[config.mk]
export PLATFORM = sky130hd
export DESIGN_NAME = ram_design
export DESIGN_NICKNAME = d
export VERILOG_FILES = /design/src/rtl/ram_pkg.sv /design/src/rtl/ram_design.sv
export SDC_FILE = /design/constraint.sdc
export NUM_CORES = 1
export LEC_CHECK = 0
export ABC_AREA = 0
export CORE_MARGIN = 2
export CORE_UTILIZATION = 30
export CTS_CLUSTER_SIZE = 28
export DETAILED_ROUTE_END_ITERATION = 16
export MAX_ROUTING_LAYER = met4
export PLACE_DENSITY = 0.54
export SETUP_SLACK_MARGIN = 0.02
export SLEW_MARGIN = 0
export SYNTH_ARGS = -nofsm -noshare
export SYNTH_HDL_FRONTEND = slang
export SYNTH_SLANG_ARGS = --single-unit
[constraint.sdc]
create_clock -name clk -period 2.9 [get_ports clk]
set_clock_uncertainty 0.2 [all_clocks]
set_input_delay 0.58 -clock clk [delete_from_list [all_inputs] [get_ports clk]]
set_output_delay 0.58 -clock clk [all_outputs]
set_load 0.05 [all_outputs]
[src/rtl/ram_pkg.sv]
// Shared sizing and word type for the scratch RAM and neighbouring datapath blocks.
package ram_pkg;

    localparam int DATA_W = 8;
    localparam int ADDR_W = 4;
    localparam int DEPTH  = 1 << ADDR_W;

    typedef logic [DATA_W-1:0] word_t;
    typedef logic [ADDR_W-1:0] addr_t;

endpackage : ram_pkg

[src/rtl/ram_design.sv]
// Single-port 16 x 8 flip-flop register-file RAM.
// Writes are stored at the sampling edge, and reads come back registered one cycle later.
// Writes never update r_data, because there is no write-through.
module ram_design
    import ram_pkg::*;
#(
    parameter int DATA_W = ram_pkg::DATA_W,
    parameter int ADDR_W = ram_pkg::ADDR_W,
    parameter int DEPTH  = 1 << ADDR_W
) (
    input  logic              clk,
    input  logic              rst_n,
    input  logic              cs,
    input  logic              wen,
    input  logic [ADDR_W-1:0] addr,
    input  logic [DATA_W-1:0] w_data,
    output logic [DATA_W-1:0] r_data
);

    logic [DATA_W-1:0] mem_q [DEPTH];
    logic [DATA_W-1:0] mem_d [DEPTH];
    logic [DEPTH-1:0]  wordWrEn;
    logic              readReq;
    logic [DATA_W-1:0] rData_q;
    logic [DATA_W-1:0] rData_d;

    assign readReq = cs && !wen;

    // Write decode: one-hot enable selecting the single word a qualified write targets.
    always_comb begin
        wordWrEn = '0;
        if (cs && wen) begin
            wordWrEn[addr] = 1'b1;
        end
    end

    // Next-state of the array: only the decoded word takes w_data, and every other word holds.
    always_comb begin
        for (int i = 0; i < DEPTH; i++) begin
            mem_d[i] = mem_q[i];
            if (wordWrEn[i]) begin
                mem_d[i] = w_data;
            end
        end
    end

    // Storage array: reset clears every word at once, without waiting for a clock edge.
    always_ff @(posedge clk or negedge rst_n) begin
        if (!rst_n) begin
            for (int i = 0; i < DEPTH; i++) begin
                mem_q[i] <= '0;
            end
        end else begin
            for (int i = 0; i < DEPTH; i++) begin
                mem_q[i] <= mem_d[i];
            end
        end
    end

    // Read mux: capture the addressed word on a read, otherwise hold the last value read.
    always_comb begin
        rData_d = rData_q;
        if (readReq) begin
            rData_d = mem_q[addr];
        end
    end

    // Registered read data, cleared asynchronously with the array.
    always_ff @(posedge clk or negedge rst_n) begin
        if (!rst_n) begin
            rData_q <= '0;
        end else begin
            rData_q <= rData_d;
        end
    end

    assign r_data = rData_q;

endmodule : ram_design

=== Word level (Yosys, flattened, before mapping) ===
Index checks and enable logic that the tools add are counted.

* Register bits: 136
* Logic and storage cells: 31

* Muxes and demuxes: 6
* Bitwise logic cells: 1
* Magnitude comparators: 3
* Reduce and logical (&&, ||, !) cells: 4

{| class="wikitable"
|+ Operators with widths
! kind !! number
|-
| 8-bit binary-select mux with 4-bit select || 1
|-
| 16-bit two-way mux || 1
|-
| 8-bit two-way mux || 2
|-
| 5-bit greater-or-equal comparator, second input constant || 1
|-
| 4-bit by 5-bit less-than comparator with 1-bit output, second input constant || 1
|-
| 4-bit inverter with 5-bit output || 1
|-
| 1-bit demux with 4-bit select || 1
|-
| 4-bit by 1-bit greater-or-equal comparator with 1-bit output, second input constant || 1
|-
| 1-bit logical AND || 3
|-
| 1-bit zero test || 1
|-
| 1-bit two-way mux || 1
|}

=== Longest topological paths before layout ===
* Depth in word-level cells: 5
* Mapped depth: 7
* Depth with buffers taken out: 4

=== Worst setup path before layout ===
Ideal clock, no wire load.

* Path kind: input -> register
* From: input addr[0]
* To: register rData_q[7] (netlist: r_data[7])
* Stages on the path: 6
* Arrival: 1.817 ns
* Path slack: 0.757 ns
* Library setup time: 0.126 ns
* Path through: buf_6 -> buf_6 -> mux4_2 -> mux2i_1 -> nor2_1 -> o32a_1

* Longest elaborated chain between the ends: 4

{| class="wikitable"
|+ Ends and longest elaborated chain
! element !! line !! RTL
|-
| start, declared || ram_design.sv:15 || <nowiki>input logic [ADDR_W-1:0] addr,</nowiki>
|-
| 4-bit inverter with 5-bit output (implied by the code) || ram_design.sv:64 || <nowiki>rData_d = mem_q[addr];</nowiki>
|-
| 8-bit binary-select mux with 4-bit select || ram_design.sv:64 ||
|-
| 8-bit two-way mux (implied by the code) (2 in series) || ram_design.sv:64 ||
|-
| end signal, assigned || ram_design.sv:73 || <nowiki>rData_q <= rData_d;</nowiki>
|-
| end, declared || ram_design.sv:24 || <nowiki>logic [DATA_W-1:0] rData_q;</nowiki>
|}

Every way passes these cells. The select of a mux whose other input is x is not followed.
A chain may end at the register's enable or synchronous reset.

=== Worst setup path in the final report ===
* From: register rData_q[0] (netlist: r_data[0])
* To: output r_data[0]

{| class="wikitable"
|+ RTL lines
! element !! line !! RTL
|-
| end, declared || ram_design.sv:17 || <nowiki>output logic [DATA_W-1:0] r_data</nowiki>
|}

No word-level cell between the ends.

==> metrics.md <==
| Metric | Value |
|---|---|
| Finished Layout Cells | 746 |
| Ant diodes | 0 |
| CTS resizes | 0 |
| H-tree levels | 4 |
| Final number of setup-violating endpoints | 0 |
| Total core area | 20,900 um2 |
| Total GRT Usage | 14.6% |
| Final Cycle Share | 83.7% |
| Synth warn | 0 |
| Final hold slack | -0.00847 ns |
| Adder and majority gate portion of the synthesized area | 0% |
| Final wirelength | 14.5 mm |
| Post-CTS Setup Inserts | 0 |
| Startpoint Class | flip-flop |
| Synth Area in Simple Gates | 5.71% |
| CP bufs+invs | 1 |
| Initial Utilization | 30.3% |
| CP Capture Type | primary output |
| CTS sink cnt | 136 |
| Post-Place Cells | 714 |
| Worst path slowest cell | clkdlybuf4s50_1 |
| Status | complete, but fails checks |
| Largest family of logic cells by synthesized area | multiplexers |
| FMAX | 412 MHz |
| Post-route setup TNS | 0 ns |
| Gp weighted congestion | 0.748 |
| Largest net degree at the start of global routing | 75 |
| Mapped Area | 6330 um2 |
| Number of max-cap violations | 0 |
| Sequential share of the synthesized area | 53.8% |
| Syn nets | 431 |
| RSZ-0062 raised after global routing | false |
| Clk slew on worst S/H paths | 0.05 ns |
| Share of layout cells above drive strength 1 | 47.1% |
| Critical-path cell list | clkdlybuf4s50_1 |
| Avg Inst Size Synth | 15.3 um2 |
| Cts hold-fix bufs | 0 |
| Worst Path Arrival | 1.65 ns |
| Worst-path fanout max | 2 |
| Worst skew pair latency | 0.42 ns |
| Reg2Reg Depth | 4 |
| Fillers | 1,992 |
| Crit Path Class | reg -> out |
| Pleak | 3.37 nW |
| CP delay by family, top | buffers and inverters |
| Finished Cell Area | 7660 um2 |
| CP max stage delay | 0.83 ns |
| DR WL/cell | 19.4 um |
| Post-Synth XOR/XNOR Area | 0% |
| Die Height | 149 um |
| Min-Delay Path Class | in -> async |
| Post-DP HPWL | 9.58 mm |
| Pwr dens | 709 nW/um2 |
| Die width | 149 um |
| Die area | 22,300 um2 |
| Main area contributors after synthesis | dfrtp_1 (54%), mux2_2 (19%), mux4_2 (7.8%), mux2i_1 (4.1%), mux2_4 (3.8%) |
| Num CTS Buffers | 17 |
| Critical Path RT | 2.12 ns |
| Final Power | 5.43 mW |
| Fin. max-slew vios | 0 |
| Vias in the first global route | 3,866 |
| Row cnt | 53 |
| Mapped Cells | 415 |
| PortBufs | 23 |
| Ys async rst share | 100% |
| Post-synthesis compound-gate area fraction | 2.21% |
| Placed Area | 7080 um2 |
| Yosys reg bits | 136 |
| Synth Flop Type | dfrtp_1 |
| Vias | 3,584 |
| Initial antenna violation count | 0 |
| Mux cell area share after synthesis | 35.7% |
| DR pass1 iterations | 4 |
| Remaining DRCs | 0 |
| Iter 0 DRT Violations | 162 |
| Grt ovf | 0 |
| Fin crit period | 2.43 ns |
| CP Depth | 1 |
| Synth area leader | dfrtp_1 |
| Root Buffer | clkbuf_16 |
| Max rail drop VDD | 0.398 mV |
| Final Hold Viols | 2 |
| Worst rel slew slack | 53.3% |
| EDFF count, synth | 0 |
| Clk buf depth | 2 |
| Yosys cell types | 33 |
| Worst-Margin Slew | 0.700 ns |
| IO Count | 24 |
| Final antenna-violating net count | 0 |
| CTS tree | done |
| Top cell type's share of synthesized area | 53.8% |
| Nets | 474 |
| Synth-to-Final Area Change | 20.9% |
| Vias per inst | 4.80 |
| Global-route wire length before repair | 23.1 mm |
| Failing checks | hold timing |
worst paths after layout:
check	to	slack, ns	from
worst max-delay path	r_data[0]	0.47	r_data[0]$_DFFE_PN0P_
worst min-delay path	mem_q[101]$_DFFE_PN0P_	-0.008	rst_n
worst max register to register	r_data[0]$_DFFE_PN0P_	1.02	mem_q[32]$_DFFE_PN0P_
worst min register to register	mem_q[97]$_DFFE_PN0P_	0.28	mem_q[97]$_DFFE_PN0P_
max in group asynchronous	mem_q[14]$_DFFE_PN0P_	1.70	rst_n
min in group clk	mem_q[97]$_DFFE_PN0P_	0.28	mem_q[97]$_DFFE_PN0P_
flip-flops by register name, summed over array words and instances (netlist names):
name    count
mem_q     128
r_data      8
cells in the final DEF (no fill, tap or decap), drive strengths merged:
master and instances:
buf 35, bufinv 2, nor2 20, or3 1, clkinvlp 1, or2 2
nor2b 2, o221ai 6, mux4 22, mux2i 26, nor4 5, o32a 6
a22oi 2, nor4b 2, nand3b 1, dfrtp 136, and2 7, a31oi 2
or4 2, nand2b 4, nand2 3, nand4b 2, clkinv 6, nor3 4
nand4 1, clkbuf 23, mux2 128, clkdlybuf4s50 20
cells by family after synthesis:
family	after synthesis
muxes	176
and+or+nand+nor	56
buffers and inverters	31
AOI/OAI and AO/OA	16
DFF	136
power by group:
part | internal [mW] | switching, mW | total [mW]
combinational | 0.520 | 0.372 | 0.892
sequential | 2.26 | 0.184 | 2.45
clock | 1.32 | 0.768 | 2.09
cell type report:
cell class	instances	area [um2]	share of cell area, %
Clock inverter	9	97.6	1.27
Tap cell	275	344	4.49
Sequential cell	136	3400	44.5
Clock buffer	23	478	6.24
Multi-Input combinational cell	248	2760	36.0
Timing Repair Buffer	55	574	7.50
routing by layer:
metal / share of wire, % / up-vias / track usage [%]
met3: 3.5 / 14 / 3.67
met1: 48 / 1884 / 19.5
li1: - / 1636 / -
met4: 1.1 / 0 / 4.86
met2: 47 / 50 / 21.8
met5: 0 / - / -
synth_stat cells, types with 2 or more instances:
library cell / n
nand2b_1: 4
buf_2: 12
buf_6: 4
mux2_1: 7
nor2_2: 9
mux2_2: 105
o221ai_1: 6
mux2_4: 16
nor2_1: 11
o32a_1: 6
or2_2: 2
mux4_2: 22
clkbuf_1: 11
nor4b_1: 2
nor2b_1: 2
nor4_1: 4
nand2_1: 2
nand4b_1: 2
buf_4: 2
dfrtp_1: 136
a31oi_1: 2
buf_1: 2
and2_1: 7
nor3_1: 3
or4_1: 2
a22oi_1: 2
mux2i_1: 26
through the flow:
step	setup WS, ns	utilization [%]
6_report	0.473	36.7
5_1_grt	0.406	36.7
3_3_place_gp	0.232	33.9
2_1_floorplan	0.757	-
3_5_place_dp	0.165	33.9
4_1_cts	0.451	36.7
No activity file was read; power rests on OpenSTA's default activity.
